$ cat src/rtl/recovery_ctrl_pkg.sv
// Shared types for the mispredict/halt recovery sequencer: PC type and FSM state encoding.
package recovery_ctrl_pkg;

    typedef logic [31:0] ADDR;

    typedef enum logic [2:0] {
        IDLE     = 3'd0,
        FLUSH    = 3'd1,
        RESTORE  = 3'd2,
        REDIRECT = 3'd3,
        HALTED   = 3'd4
    } RECOV_STATE;

endpackage

$ cat src/rtl/recov_restore_timer.sv
// Loadable down-counter with a zero flag; holds at zero instead of wrapping.
module recov_restore_timer #(
    parameter int CNT_W = 2
) (
    input  logic             clock,
    input  logic             reset_n,
    input  logic             load_i,
    input  logic [CNT_W-1:0] loadValue_i,
    input  logic             dec_i,
    output logic             zero_o
);

    logic [CNT_W-1:0] count_q;
    logic [CNT_W-1:0] count_d;

    always_comb begin
        count_d = count_q;
        if (load_i) begin
            count_d = loadValue_i;
        end else if (dec_i && (count_q != '0)) begin
            count_d = count_q - 1'b1;
        end
    end

    always_ff @(posedge clock or negedge reset_n) begin
        if (!reset_n) begin
            count_q <= '0;
        end else begin
            count_q <= count_d;
        end
    end

    assign zero_o = (count_q == '0);

endmodule

$ cat src/rtl/recovery_ctrl.sv
// Sequences mispredict recovery (flush, map restore, fetch redirect) and program halt.
// Optional RECOVERY_STATS_EN adds saturating mispredict and stall-cycle counters.
module recovery_ctrl
    import recovery_ctrl_pkg::*;
#(
    parameter int RESTORE_CYCLES = 2
) (
    input  logic       clock,
    input  logic       reset_n,
    input  logic       mispred_valid,
    input  ADDR        mispred_target,
    input  logic       halt_retired,
    output logic       rob_flush,
    output logic       BPRecoverEN,
    output logic       retire_stall,
    output logic       dispatch_stall,
    output logic       fetch_redirect_valid,
    output ADDR        fetch_redirect_pc,
    input  logic       fetch_redirect_ready,
    output logic       halted,
    output RECOV_STATE state_o
`ifdef RECOVERY_STATS_EN
    ,
    output logic [31:0] mispred_count,
    output logic [31:0] stall_cycles
`endif
);

    localparam int CNT_W = $clog2(RESTORE_CYCLES + 1);

    RECOV_STATE state_q;
    RECOV_STATE state_d;
    ADDR        target_q;
    ADDR        target_d;
    logic       timerLoad;
    logic       timerDec;
    logic       timerZero;

    recov_restore_timer #(
        .CNT_W(CNT_W)
    ) restoreTimer (
        .clock      (clock),
        .reset_n    (reset_n),
        .load_i     (timerLoad),
        .loadValue_i(CNT_W'(RESTORE_CYCLES - 1)),
        .dec_i      (timerDec),
        .zero_o     (timerZero)
    );

    // Halt outranks a same-cycle mispredict: the halt is older, so the branch is squashed.
    always_comb begin
        state_d   = state_q;
        target_d  = target_q;
        timerLoad = 1'b0;
        timerDec  = 1'b0;
        case (state_q)
            IDLE: begin
                if (halt_retired) begin
                    state_d = HALTED;
                end else if (mispred_valid) begin
                    target_d = mispred_target;
                    state_d  = FLUSH;
                end
            end
            FLUSH: begin
                timerLoad = 1'b1;
                state_d   = RESTORE;
            end
            RESTORE: begin
                if (timerZero) begin
                    state_d = REDIRECT;
                end else begin
                    timerDec = 1'b1;
                end
            end
            REDIRECT: begin
                if (fetch_redirect_ready) begin
                    state_d = IDLE;
                end
            end
            HALTED:  state_d = HALTED;
            default: state_d = IDLE;
        endcase
    end

    always_ff @(posedge clock or negedge reset_n) begin
        if (!reset_n) begin
            state_q  <= IDLE;
            target_q <= '0;
        end else begin
            state_q  <= state_d;
            target_q <= target_d;
        end
    end

    // Outputs decode registered state only, so no input reaches an output combinationally.
    always_comb begin
        rob_flush            = 1'b0;
        BPRecoverEN          = 1'b0;
        retire_stall         = 1'b0;
        dispatch_stall       = 1'b0;
        fetch_redirect_valid = 1'b0;
        fetch_redirect_pc    = '0;
        halted               = 1'b0;
        case (state_q)
            FLUSH: begin
                rob_flush      = 1'b1;
                BPRecoverEN    = 1'b1;
                retire_stall   = 1'b1;
                dispatch_stall = 1'b1;
            end
            RESTORE: begin
                retire_stall   = 1'b1;
                dispatch_stall = 1'b1;
            end
            REDIRECT: begin
                retire_stall         = 1'b1;
                dispatch_stall       = 1'b1;
                fetch_redirect_valid = 1'b1;
                fetch_redirect_pc    = target_q;
            end
            HALTED: begin
                halted         = 1'b1;
                retire_stall   = 1'b1;
                dispatch_stall = 1'b1;
            end
            default: begin
            end
        endcase
    end

    assign state_o = state_q;

`ifdef RECOVERY_STATS_EN
    logic [31:0] mispredCount_q;
    logic [31:0] stallCycles_q;
    logic        recoveryStall;

    assign recoveryStall = dispatch_stall && (state_q != HALTED);

    always_ff @(posedge clock or negedge reset_n) begin
        if (!reset_n) begin
            mispredCount_q <= '0;
            stallCycles_q  <= '0;
        end else begin
            if ((state_q == IDLE) && (state_d == FLUSH) && (mispredCount_q != '1)) begin
                mispredCount_q <= mispredCount_q + 32'd1;
            end
            if (recoveryStall && (stallCycles_q != '1)) begin
                stallCycles_q <= stallCycles_q + 32'd1;
            end
        end
    end

    assign mispred_count = mispredCount_q;
    assign stall_cycles  = stallCycles_q;
`endif

endmodule

$ cat config.mk
export PLATFORM = sky130hd
export DESIGN_NAME = recovery_ctrl
export DESIGN_NICKNAME = d
export VERILOG_FILES = /design/src/rtl/recovery_ctrl_pkg.sv /design/src/rtl/recov_restore_timer.sv /design/src/rtl/recovery_ctrl.sv
export SDC_FILE = /design/constraint.sdc
export NUM_CORES = 1
export LEC_CHECK = 0
export CAP_MARGIN = 30
export CORE_MARGIN = 2
export CORE_UTILIZATION = 32
export CTS_BUF_LIST = sky130_fd_sc_hd__clkbuf_8
export CTS_CLUSTER_DIAMETER = 150
export DETAILED_ROUTE_END_ITERATION = 8
export MAX_ROUTING_LAYER = met4
export PLACE_DENSITY = 0.68
export SKIP_CTS_REPAIR_TIMING = 1
export SLEW_MARGIN = 40
export SYNTH_ARGS = -nofsm -noshare
export SYNTH_HDL_FRONTEND = slang
export SYNTH_SLANG_ARGS = --single-unit
$ cat constraint.sdc
create_clock -name clock -period 3.85 [get_ports clock]
set_input_delay 0.385 -clock clock [delete_from_list [all_inputs] [get_ports clock]]
set_output_delay 0.385 -clock clock [all_outputs]
set_load 0.005 [all_outputs]
# ---- Yosys cells after proc, flatten, opt, wreduce, memory -nomap -nowiden
# Cells that the tools add are included.
dict set report classes {
  n_addsub 1
  mul 0
  div 0
  magnitude_cmp 0
  n_eq_ne 7
  n_shift 0
  muxes 14
  bitwise_logic 1
  n_reduce_logical 8
}
# op count
set op_table {}
lappend op_table {{2-to-1 mux 32 bit} 1}
lappend op_table {{one-hot mux 3 bit (5 select lines)} 1}
lappend op_table {{2-to-1 mux 3 bit} 4}
lappend op_table {{== test 3 x 2 -> 1 bit (second input constant)} 2}
lappend op_table {{2-to-1 mux 1 bit} 6}
lappend op_table {{AND reduction 3 bit} 2}
lappend op_table {{2-to-1 mux 2 bit} 2}
lappend op_table {{nonzero test 2 bit} 2}
lappend op_table {{OR reduction 4 bit} 1}
lappend op_table {{== test 3 x 1 -> 1 bit (second input constant)} 1}
lappend op_table {{== test 3 bit (second input constant)} 1}
lappend op_table {{zero test 3 bit} 1}
lappend op_table {{inequality test 3 bit (second input constant)} 1}
lappend op_table {{zero test 2 bit} 1}
lappend op_table {{inequality test 2 x 1 -> 1 bit (second input constant)} 1}
lappend op_table {{inequality test 2 bit (second input constant)} 1}
lappend op_table {{subtractor 2 x 1 -> 2 bit (second input constant)} 1}
lappend op_table {{logical AND 1 bit} 1}
lappend op_table {{NOT 1 bit} 1}
dict set report totals {
  reg_bits 37
  latchBits 0
  ram_bits 0
  mem_bits_ro 0
  input_bits 37
  out_inout_bits 41
  elab_cells 34
  n_memories 0
}

# ---- Longest topological paths before layout
# Gate-level depths: netlist (run 1).
dict set report logic_depth {
  depth_word 6
  depth_mapped 6
  depth_no_buf 5
}

# ---- Cells and area by module
# Synthesis (run 1) repeated with hierarchy kept, for this count alone.
dict set report hier_totals {
  cells_unflattened 138
  area_unflattened_um2 1853.0
}
# module instances cells_per_inst area_per_inst_um2 seq_area_each_um2
set modules_own_cells {}
lappend modules_own_cells {recovery_ctrl 1 125 1720.4 875.8}
lappend modules_own_cells {recov_restore_timer 1 13 132.6 50.0}

# ---- Worst setup path after synthesis (run 1)
# No wires, ideal clock.
dict set report synth_timing {
  path_type {flip-flop to flip-flop}
  start {register state_q[1], in the netlist state_o[1]}
  end {register target_q[0]}
  setup_time_ns 0.125
  arrival_time_ns 1.448
  required_ns 3.725
  setup_slack_ns 2.277
  stages_incl_launch_ff 7
  path_buffers 3
  period_less_slack_ns 1.573
  path_cell_list {dfrtp_1 > buf_6 > nor2_8 > nor4bb_4 > buf_6 > buf_12 > mux2_4}
}
dict set report synth_between {
  elab_chain_len 2
}
# element line
set synth_lines {}
lappend synth_lines {{from (decl)} recovery_ctrl.sv:31} ;# RECOV_STATE state_q;
lappend synth_lines {{from (signal assigned)} recovery_ctrl.sv:91} ;# state_q <= state_d;
lappend synth_lines {{zero test 3 bit} recovery_ctrl.sv:56} ;# case (state_q)
lappend synth_lines {{AND reduction 3 bit (no line)} n/a}
lappend synth_lines {{to (signal assigned)} recovery_ctrl.sv:92} ;# target_q <= target_d;
lappend synth_lines {{to (decl)} recovery_ctrl.sv:33} ;# ADDR target_q;
# No other way between the ends.
# A chain may end at the register's enable or synchronous reset.

# ---- Worst setup path after layout (run 1)
dict set report layout_timing {
  start {register state_q[0], in the netlist state_o[0]}
  end {output port fetch_redirect_pc[3]}
}
dict set report layout_between {
  elab_chain_len 2
}
# element line
set layout_lines {}
lappend layout_lines {{== test 3 x 2 -> 1 bit} recovery_ctrl.sv:105} ;# case (state_q)
lappend layout_lines {{2-to-1 mux 32 bit} recovery_ctrl.sv:105}
lappend layout_lines {{to (decl)} recovery_ctrl.sv:18} ;# output ADDR fetch_redirect_pc,
# No other way between the ends.

==> results of run 1 <==
-- worst max-delay path by stage --
stage                           endpoint  slack (ps)  cells after the start
global placement    fetch_redirect_pc[3]        1570                      3
global route        fetch_redirect_pc[3]        1070                      3
floorplan                    target_q[0]        2280                      6
CTS                 fetch_redirect_pc[3]        1210                      3
detailed placement  fetch_redirect_pc[3]        1530                      3
finish              fetch_redirect_pc[3]        1280                      3
-- final cells by class --
class / count / area (sq um)
fillers: 535 / 3100
flip-flops and latches: 37 / 926
multi-input cells: 86 / 860
repair buffers: 79 / 783
well taps: 75 / 93.8
clock buffers: 5 / 68.8
clock inverters: 3 / 11.3
inverters: 3 / 11.3
-- cells by family after synthesis --
| family | after synthesis | synth area share [%] |
|---|---|---|
| flip-flops | 37 | 48.1 |
| XOR/XNOR | 1 | 0.455 |
| AND/OR/NAND/NOR | 44 | 16.1 |
| multiplexers | 32 | 24.6 |
| adder cells (fa/ha/maj) | 1 | 0.650 |
| buffers and inverters | 15 | 7.22 |
| AO/OA/AOI/OAI | 8 | 2.93 |
-- flip-flops by register name, indices dropped and copies added (netlist names) --
signal                cells
restoreTimer.count_q      2
target_q                 32
state_o                   3
-- routing by layer --
layer  share of wire [%]  vias to the layer above
li1                    -                      609
met1                  48                      602
met2                  44                       50
met3                 6.8                        3
met4                0.76                        0
met5                   0                        -
-- stage by stage --
step	utilization (%)	total power, mW	cell area (sq um)	setup WS (ps)
detailed placement	45.7	0.931	2670	1530
finish	47.1	1.17	2750	1280
global placement	45.7	0.922	2670	1570
CTS	47.1	1.19	2750	1210
global route	47.1	1.24	2750	1070
floorplan	-	0.843	1920	2280
-- worst register-to-register path, cell delays in order, from the launching register on --
cell	delay (ps)
dfrtp_1	530
nor2_8	200
nor4bb_4	240
buf_4	350
mux2_2	380
-- power by group --
| group | switching (mW) | total [mW] | internal [mW] |
|---|---|---|---|
| sequential | 0.0757 | 0.632 | 0.556 |
| combinational | 0.0573 | 0.292 | 0.235 |
| clock | 0.123 | 0.243 | 0.120 |
| total | 0.256 | 1.17 | 0.911 |
-- synthesized netlist by cell type (3+ instances only) --
cell / instances / share of area, %
buf_4: 3 / 1.2
buf_12: 3 / 3.1
and2_1: 32 / 10
dfrtp_1: 37 / 48
buf_6: 3 / 1.8
clkbuf_1: 3 / 0.59
inv_1: 3 / 0.59
mux2_4: 30 / 23
==> impl_metrics.json, run 1 <==
{
  "firstDrtPassIters": 4,
  "skew_ps": 4.92,
  "hold_ws_ps": 63.1,
  "path_cells": "and3b_2 -> and2_1 -> clkdlybuf4s50_1",
  "layout-area-overhead-vs-synth_pct": 43.1,
  "yosys_warnings": 0,
  "ys.flop_type": "dfrtp_1",
  "routed_via_density": 4.39,
  "period_minus_slack_ps": 2570,
  "rsz0062_at_grt": "false",
  "numCtsBuffers": 5,
  "fin_crit_sh_pct": 66.8,
  "tns_ps": 0,
  "hold_viol": 0,
  "cp.required_ps": 3460,
  "wl_mm": 3.79,
  "first_iter_violations": 14,
  "clk-insertion-delay-late_ps": 280,
  "fin_cells": 288,
  "num_rows": 28,
  "worst_setup_path_end_kind": "primary output",
  "grt_pass1_wl_mm": 6.11,
  "cts_tree": "yes",
  "worst_pin_slew_ps": 492,
  "critPathTopFamily": "simple AND/OR/NAND/NOR gates",
  "clkSinkCount": 37,
  "ff2ff_path_depth": 4,
  "grt_max_degree": 38,
  "ios": 78,
  "critPathBufInv": 1,
  "post_drt_wl_per_cell_um": 13.2,
  "crit_start": "state_o[0]",
  "syn_area_per_cell_sq_um": 13.9,
  "drive_gt1_share_pct": 21.1,
  "dieArea_sq_um": 6650,
  "rr_startpoint": "state_o[1]",
  "maxSlewViolCount": 0,
  "final_nets": 250,
  "cp_max_fo": 33,
  "dpl.cell_count": 280,
  "ys_seq_area_share_pct": 48.1,
  "drc": 0,
  "layout_common_cells": "clkdlybuf4s50_1, dfrtp_1, and2_1",
  "syn-num-nets": 176,
  "p_per_area_nw_per_um2": 424,
  "synth_edf_count": 0,
  "io_buffers": 77,
  "antenna_found_initial": 0,
  "p_leak_nw": 1.21,
  "status": "complete, no violations",
  "die_w_um": 81.5,
  "worst_setup_path_start_kind": "flop",
  "start_util_pct": 32.9,
  "ys_types": 27,
  "clock-root-buffer": "clkbuf_8",
  "crit_arrival_ps": 2190,
  "drv_cap": 0,
  "r2r_slack_ps": 2050,
  "place_hpwl_mm": 2.61,
  "die_y_um": 81.5,
  "clk_pin_slew_ps": 70,
  "htree_levels": 2,
  "n_antenna_cell": 0,
  "clockBufferDepth": 2,
  "hold_path_class": "input pin to asynchronous set/reset pin",
  "place_congestion": 0.622,
  "antenna_left": 0,
  "cpPeakStageDelay_ps": 590,
  "worstSetupPathType": "flop to primary output",
  "setup_viol": 0,
  "synthesis.area_sq_um": 1920,
  "final_common_cell": "clkdlybuf4s50_1",
  "reg2reg_to": "target_q[3]",
  "async_flop_share_pct": 100,
  "max_freq_mhz": 389,
  "coreArea_sq_um": 5850,
  "top_usage_layer": "met2",
  "met1_usage_pct": 16.3,
  "relSlewSlack_pct": 67.2,
  "grt_usage_pct": 12.4,
  "first_global_vias": 1244,
  "grt_use_met2_pct": 18.6,
  "syn_inst": 138,
  "vias": 1264,
  "slowest_stage": "dfrtp_1",
  "grt_overflow_total": 0,
  "ir_drop_v": 0.000209,
  "grt_use_met3_pct": 3.30,
  "synth_seq_cells": 37
}
Note: power is estimated with default switching activity, not from simulation.
==> run 2, diff against run 1 <==
PLACE_DENSITY = 0.71   (was 0.68)
clock period = 2.2 ns   (was 3.85 ns; I/O delays follow)
==> impl_metrics.json, run 2 (synthesized netlist as in run 1, its figures left out) <==
{
  "status": "complete, no violations",
  "final_common_cell": "clkdlybuf4s50_1",
  "switching_share_pct": 22.8,
  "worst_pin_slew_ps": 465,
  "cp.required_ps": 1980,
  "internal_power_mw": 1.60,
  "num_rows": 28,
  "clkSinkCount": 37,
  "cts_tree": "yes",
  "largest_reg_flops": 32,
  "combPwrFrac_pct": 24.8,
  "place_congestion": 0.692,
  "fin_util_pct": 48.4,
  "grt_pass1_wl_mm": 6.33,
  "drive_gt1_share_pct": 23.7,
  "p_per_area_nw_per_um2": 733,
  "dpl.cell_count": 283,
  "fin_cells": 294,
  "fin_crit_sh_pct": 92.7,
  "drv_cap": 0,
  "design_area_sq_um": 2830,
  "routed_via_density": 4.33,
  "layout_setup_ws_ps": 161,
  "top_register": "target_q",
  "clk_pin_slew_ps": 80,
  "post_drt_wl_per_cell_um": 13.1,
  "setup_viol": 0,
  "firstDrtPassIters": 2,
  "cp_max_fo": 10,
  "antenna_found_initial": 0,
  "grt_overflow_total": 0,
  "p_switching_uw": 473,
  "rsz0062_at_grt": "false",
  "numCtsBuffers": 5,
  "first_iter_violations": 30,
  "final_nets": 256,
  "maxSlewViolCount": 0,
  "worst_setup_path_end_kind": "primary output",
  "p_leak_nw": 1.24,
  "placed_area_sq_um": 2720,
  "die_w_um": 81.5,
  "n_antenna_cell": 0,
  "relSlewSlack_pct": 69.0,
  "clockBufferDepth": 2,
  "nFillCells": 523,
  "first_global_vias": 1337,
  "start_util_pct": 32.9,
  "ios": 78,
  "tns_ps": 0,
  "dp_slack_ps": 323,
  "skew_ps": 11.5,
  "grt_usage_pct": 13.0,
  "ir_drop_v": 0.000316,
  "hold_ws_ps": 441,
  "layout-area-overhead-vs-synth_pct": 47.0,
  "hold_viol": 0,
  "drc": 0,
  "worst_setup_path_start_kind": "flop",
  "power_mw": 2.07,
  "clk-insertion-delay-late_ps": 290,
  "io_buffers": 77,
  "htree_levels": 2,
  "seqCellArea_sq_um": 926,
  "place_hpwl_mm": 2.73,
  "vias": 1273,
  "wl_mm": 3.85,
  "p_seq_share_pct": 53.7,
  "period_minus_slack_ps": 2040,
  "grt_max_degree": 38,
  "coreArea_sq_um": 5850,
  "multi_input_area_sq_um": 860,
  "antenna_left": 0,
  "dieArea_sq_um": 6650,
  "hold_path_class": "input pin to asynchronous set/reset pin",
  "clock-root-buffer": "clkbuf_8",
  "max_freq_mhz": 490,
  "clkPwrFrac_pct": 21.6,
  "die_y_um": 81.5,
  "layout_common_cells": "clkdlybuf4s50_1, dfrtp_1, and2_1",
  "crit_arrival_ps": 1820,
  "worstSetupPathType": "flop to primary output"
}
[run 2: power groups by stage]
stage          logic, mW  clock network, mW  registers, mW
6_report           0.513              0.447           1.11
2_1_floorplan      0.402                  0           1.07
3_3_place_gp       0.499                  0           1.12
5_1_grt            0.558              0.502           1.16
4_1_cts            0.519              0.467           1.12
3_5_place_dp       0.512                  0           1.13
[run 2: critical path, stage by stage, from the launching register on]
cell and delay, ps:
dfrtp_1 460, and3b_2 280, buf_4 170, and2_1 130, clkdlybuf4s50_1 500
[run 2: cell type report]
| type | instances | area share (%) |
|---|---|---|
| repair buffers | 85 | 30.3 |
| clock inverters | 3 | 0.487 |
| flip-flops and latches | 37 | 32.7 |
| clock buffers | 5 | 2.43 |
| well taps | 75 | 3.32 |
| inverters | 3 | 0.398 |
| multi-input cells | 86 | 30.4 |
[run 2: path summary, 6_finish.rpt]
check,cells past startpoint,slack (ps),end,from
max,4,160,fetch_redirect_pc[6],state_o[0]
min,2,440,restoreTimer.count_q[1],reset_n
max reg2reg,5,450,target_q[3],state_o[1]
min reg2reg,1,500,target_q[10],target_q[10]
max in group asynchronous,2,1420,target_q[7],reset_n
min in group clock,1,500,target_q[10],target_q[10]
[run 2: metal layers]
layer | global-route usage [%] | vias to the layer above | wire length, um
met5 | - | - | 0
met1 | 16.1 | 600 | 1710
met2 | 19.9 | 52 | 1820
met4 | 4.58 | 0 | 46
met3 | 4.07 | 4 | 277
li1 | - | 617 | -
==> run 3, diff against run 2 <==
ABC_AREA = 1   (was default)
PLACE_DENSITY = 0.7   (was 0.71)
SETUP_SLACK_MARGIN = 0.3   (was default)
==> impl_metrics.json, run 3 <==
{
  "syn-num-nets": 289,
  "dieArea_sq_um": 6930,
  "layout-area-overhead-vs-synth_pct": 51.4,
  "grt_overflow_total": 0,
  "path_cells": "inv_4 -> nand3_4 -> buf_8 -> nor2_1 -> clkdlybuf4s50_1",
  "antenna_left": 0,
  "hold_path_class": "input pin to asynchronous set/reset pin",
  "async_flop_share_pct": 100,
  "syn_area_per_cell_sq_um": 8.01,
  "final_common_cell": "inv_1",
  "worst_pin_slew_ps": 471,
  "skew_ps": 4.22,
  "worst_setup_path_end_kind": "primary output",
  "dp_slack_ps": 466,
  "clkSinkCount": 37,
  "status": "complete, no violations",
  "n_antenna_cell": 0,
  "tns_ps": 0,
  "synth_edf_count": 0,
  "layout_common_cells": "inv_1, clkdlybuf4s50_1, nand2_1",
  "grt_usage_pct": 12.2,
  "critPathBufInv": 3,
  "relSlewSlack_pct": 68.6,
  "htree_levels": 2,
  "coreArea_sq_um": 5990,
  "place_hpwl_mm": 2.95,
  "cp.required_ps": 1980,
  "io_buffers": 77,
  "cpPeakStageDelay_ps": 500,
  "critPathTopFamily": "buffers and inverters",
  "setup_viol": 0,
  "top_register": "target_q",
  "vias": 1665,
  "worstSetupPathType": "flop to primary output",
  "fin_crit_sh_pct": 87.5,
  "p_leak_nw": 1.93,
  "clk-insertion-delay-late_ps": 280,
  "clk_pin_slew_ps": 70,
  "clock-root-buffer": "clkbuf_8",
  "synth_common_cells": "inv_1, nand2_1, nor2_1",
  "rsz0062_at_grt": "true",
  "synth_top_area_share_pct": 46.1,
  "yosys_warnings": 0,
  "crit_arrival_ps": 1710,
  "slowest_stage": "clkdlybuf4s50_1",
  "first_iter_violations": 58,
  "routed_via_density": 4.05,
  "die_y_um": 83.2,
  "post_drt_wl_per_cell_um": 10.1,
  "layout_setup_ws_ps": 274,
  "drc": 0,
  "synthesis.area_sq_um": 2010,
  "fin_util_pct": 50.8,
  "cts_tree": "yes",
  "cp.depth": 5,
  "hold_viol": 0,
  "die_w_um": 83.2,
  "fin_cells": 411,
  "largest_reg_flops": 32,
  "worst_setup_path_start_kind": "flop",
  "firstDrtPassIters": 4,
  "ys.flop_type": "dfrtp_1",
  "cp_max_fo": 16,
  "max_freq_mhz": 519,
  "first_global_vias": 1567,
  "clockBufferDepth": 2,
  "numCtsBuffers": 5,
  "ios": 78,
  "start_util_pct": 33.5,
  "synth_seq_cells": 37,
  "synthTopCellsByArea": "dfrtp_1, inv_1, o21ai_2",
  "syn_inst": 251,
  "ir_drop_v": 0.000388,
  "final_nets": 373,
  "place_congestion": 0.726,
  "drv_cap": 0,
  "synth_area_leader_cell": "dfrtp_1",
  "ff2ff_path_depth": 5,
  "maxSlewViolCount": 0,
  "dpl.cell_count": 396,
  "num_rows": 28,
  "period_minus_slack_ps": 1930,
  "ys_seq_area_share_pct": 46.1,
  "p_per_area_nw_per_um2": 1120,
  "power_mw": 3.40,
  "wl_mm": 4.16,
  "ys_types": 18,
  "antenna_found_initial": 0,
  "yosysMostFrequentCell": "inv_1",
  "drive_gt1_share_pct": 18.8,
  "grt_max_degree": 38,
  "grt_pass1_wl_mm": 6.89
}
-- run 3: cell count changes after synthesis, sizes merged, moves of 2 or more --
cell,delta
buf,+2
o21ai,+33
mux2,-32
o21a,-2
nand3,+7
nor3b,-2
inv,+74
clkbuf,-3
and2,-33
nand2,+39
nor2,+37
-- run 3: per-layer routing --
metal	vias to the layer above	wire length, um	global-route usage [%]	share of wire [%]
met5	-	0	-	0
met4	0	49	3.58	1.2
met3	7	216	3.18	5.2
met2	48	2040	19.4	49
met1	726	1850	15.3	44
li1	884	-	-	-
-- run 3: stage by stage --
| stage | area, sq um | hold slack (ps) |
|---|---|---|
| 4_1_cts | 2880 | 63.0 |
| 3_5_place_dp | 2800 | 377 |
| 6_report | 3040 | 440 |
| 2_1_floorplan | 2010 | -75.6 |
| 3_3_place_gp | 2800 | 364 |
| 5_1_grt | 3040 | 483 |
-- run 3: kinds of logic (layout without fill, tap and decap cells) --
logic type               Yosys count  count (layout)  share of synthesized area [%]
adder cells (fa/ha/maj)            1               1                          0.623
AO/OA/AOI/OAI                     35              35                           14.7
AND/OR/NAND/NOR                   90              90                           19.4
buffers and inverters             88             173                           19.2
flip-flops                        37              37                           46.1
-- run 3: layout make-up --
| type | instances | area, sq um |
|---|---|---|
| clock buffers | 5 | 68.8 |
| clock inverters | 3 | 13.8 |
| fillers | 586 | 2950 |
| inverters | 77 | 292 |
| multi-input cells | 126 | 709 |
| flip-flops and latches | 37 | 930 |
| well taps | 75 | 93.8 |
| repair buffers | 88 | 936 |
-- run 3: worst paths after layout --
| kind | endpoint | startpoint | slack [ps] |
|---|---|---|---|
| hold reg to reg | target_q[11] | target_q[11] | 480 |
| setup / recovery | fetch_redirect_pc[24] | state_o[2] | 270 |
| max in group asynchronous | state_o[1] | reset_n | 1410 |
| setup reg to reg | target_q[18] | state_o[0] | 870 |
| min in group clock | target_q[11] | target_q[11] | 480 |
| hold / removal | state_o[0] | reset_n | 440 |
-- run 3: report_power, final --
group          leakage (nW)  internal [mW]  switching (mW)  total, mW
sequential            0.457           1.03           0.226       1.26
clock                0.0491          0.215           0.222      0.437
combinational          1.42          0.904           0.804       1.71
total                  1.93           2.15            1.25       3.40
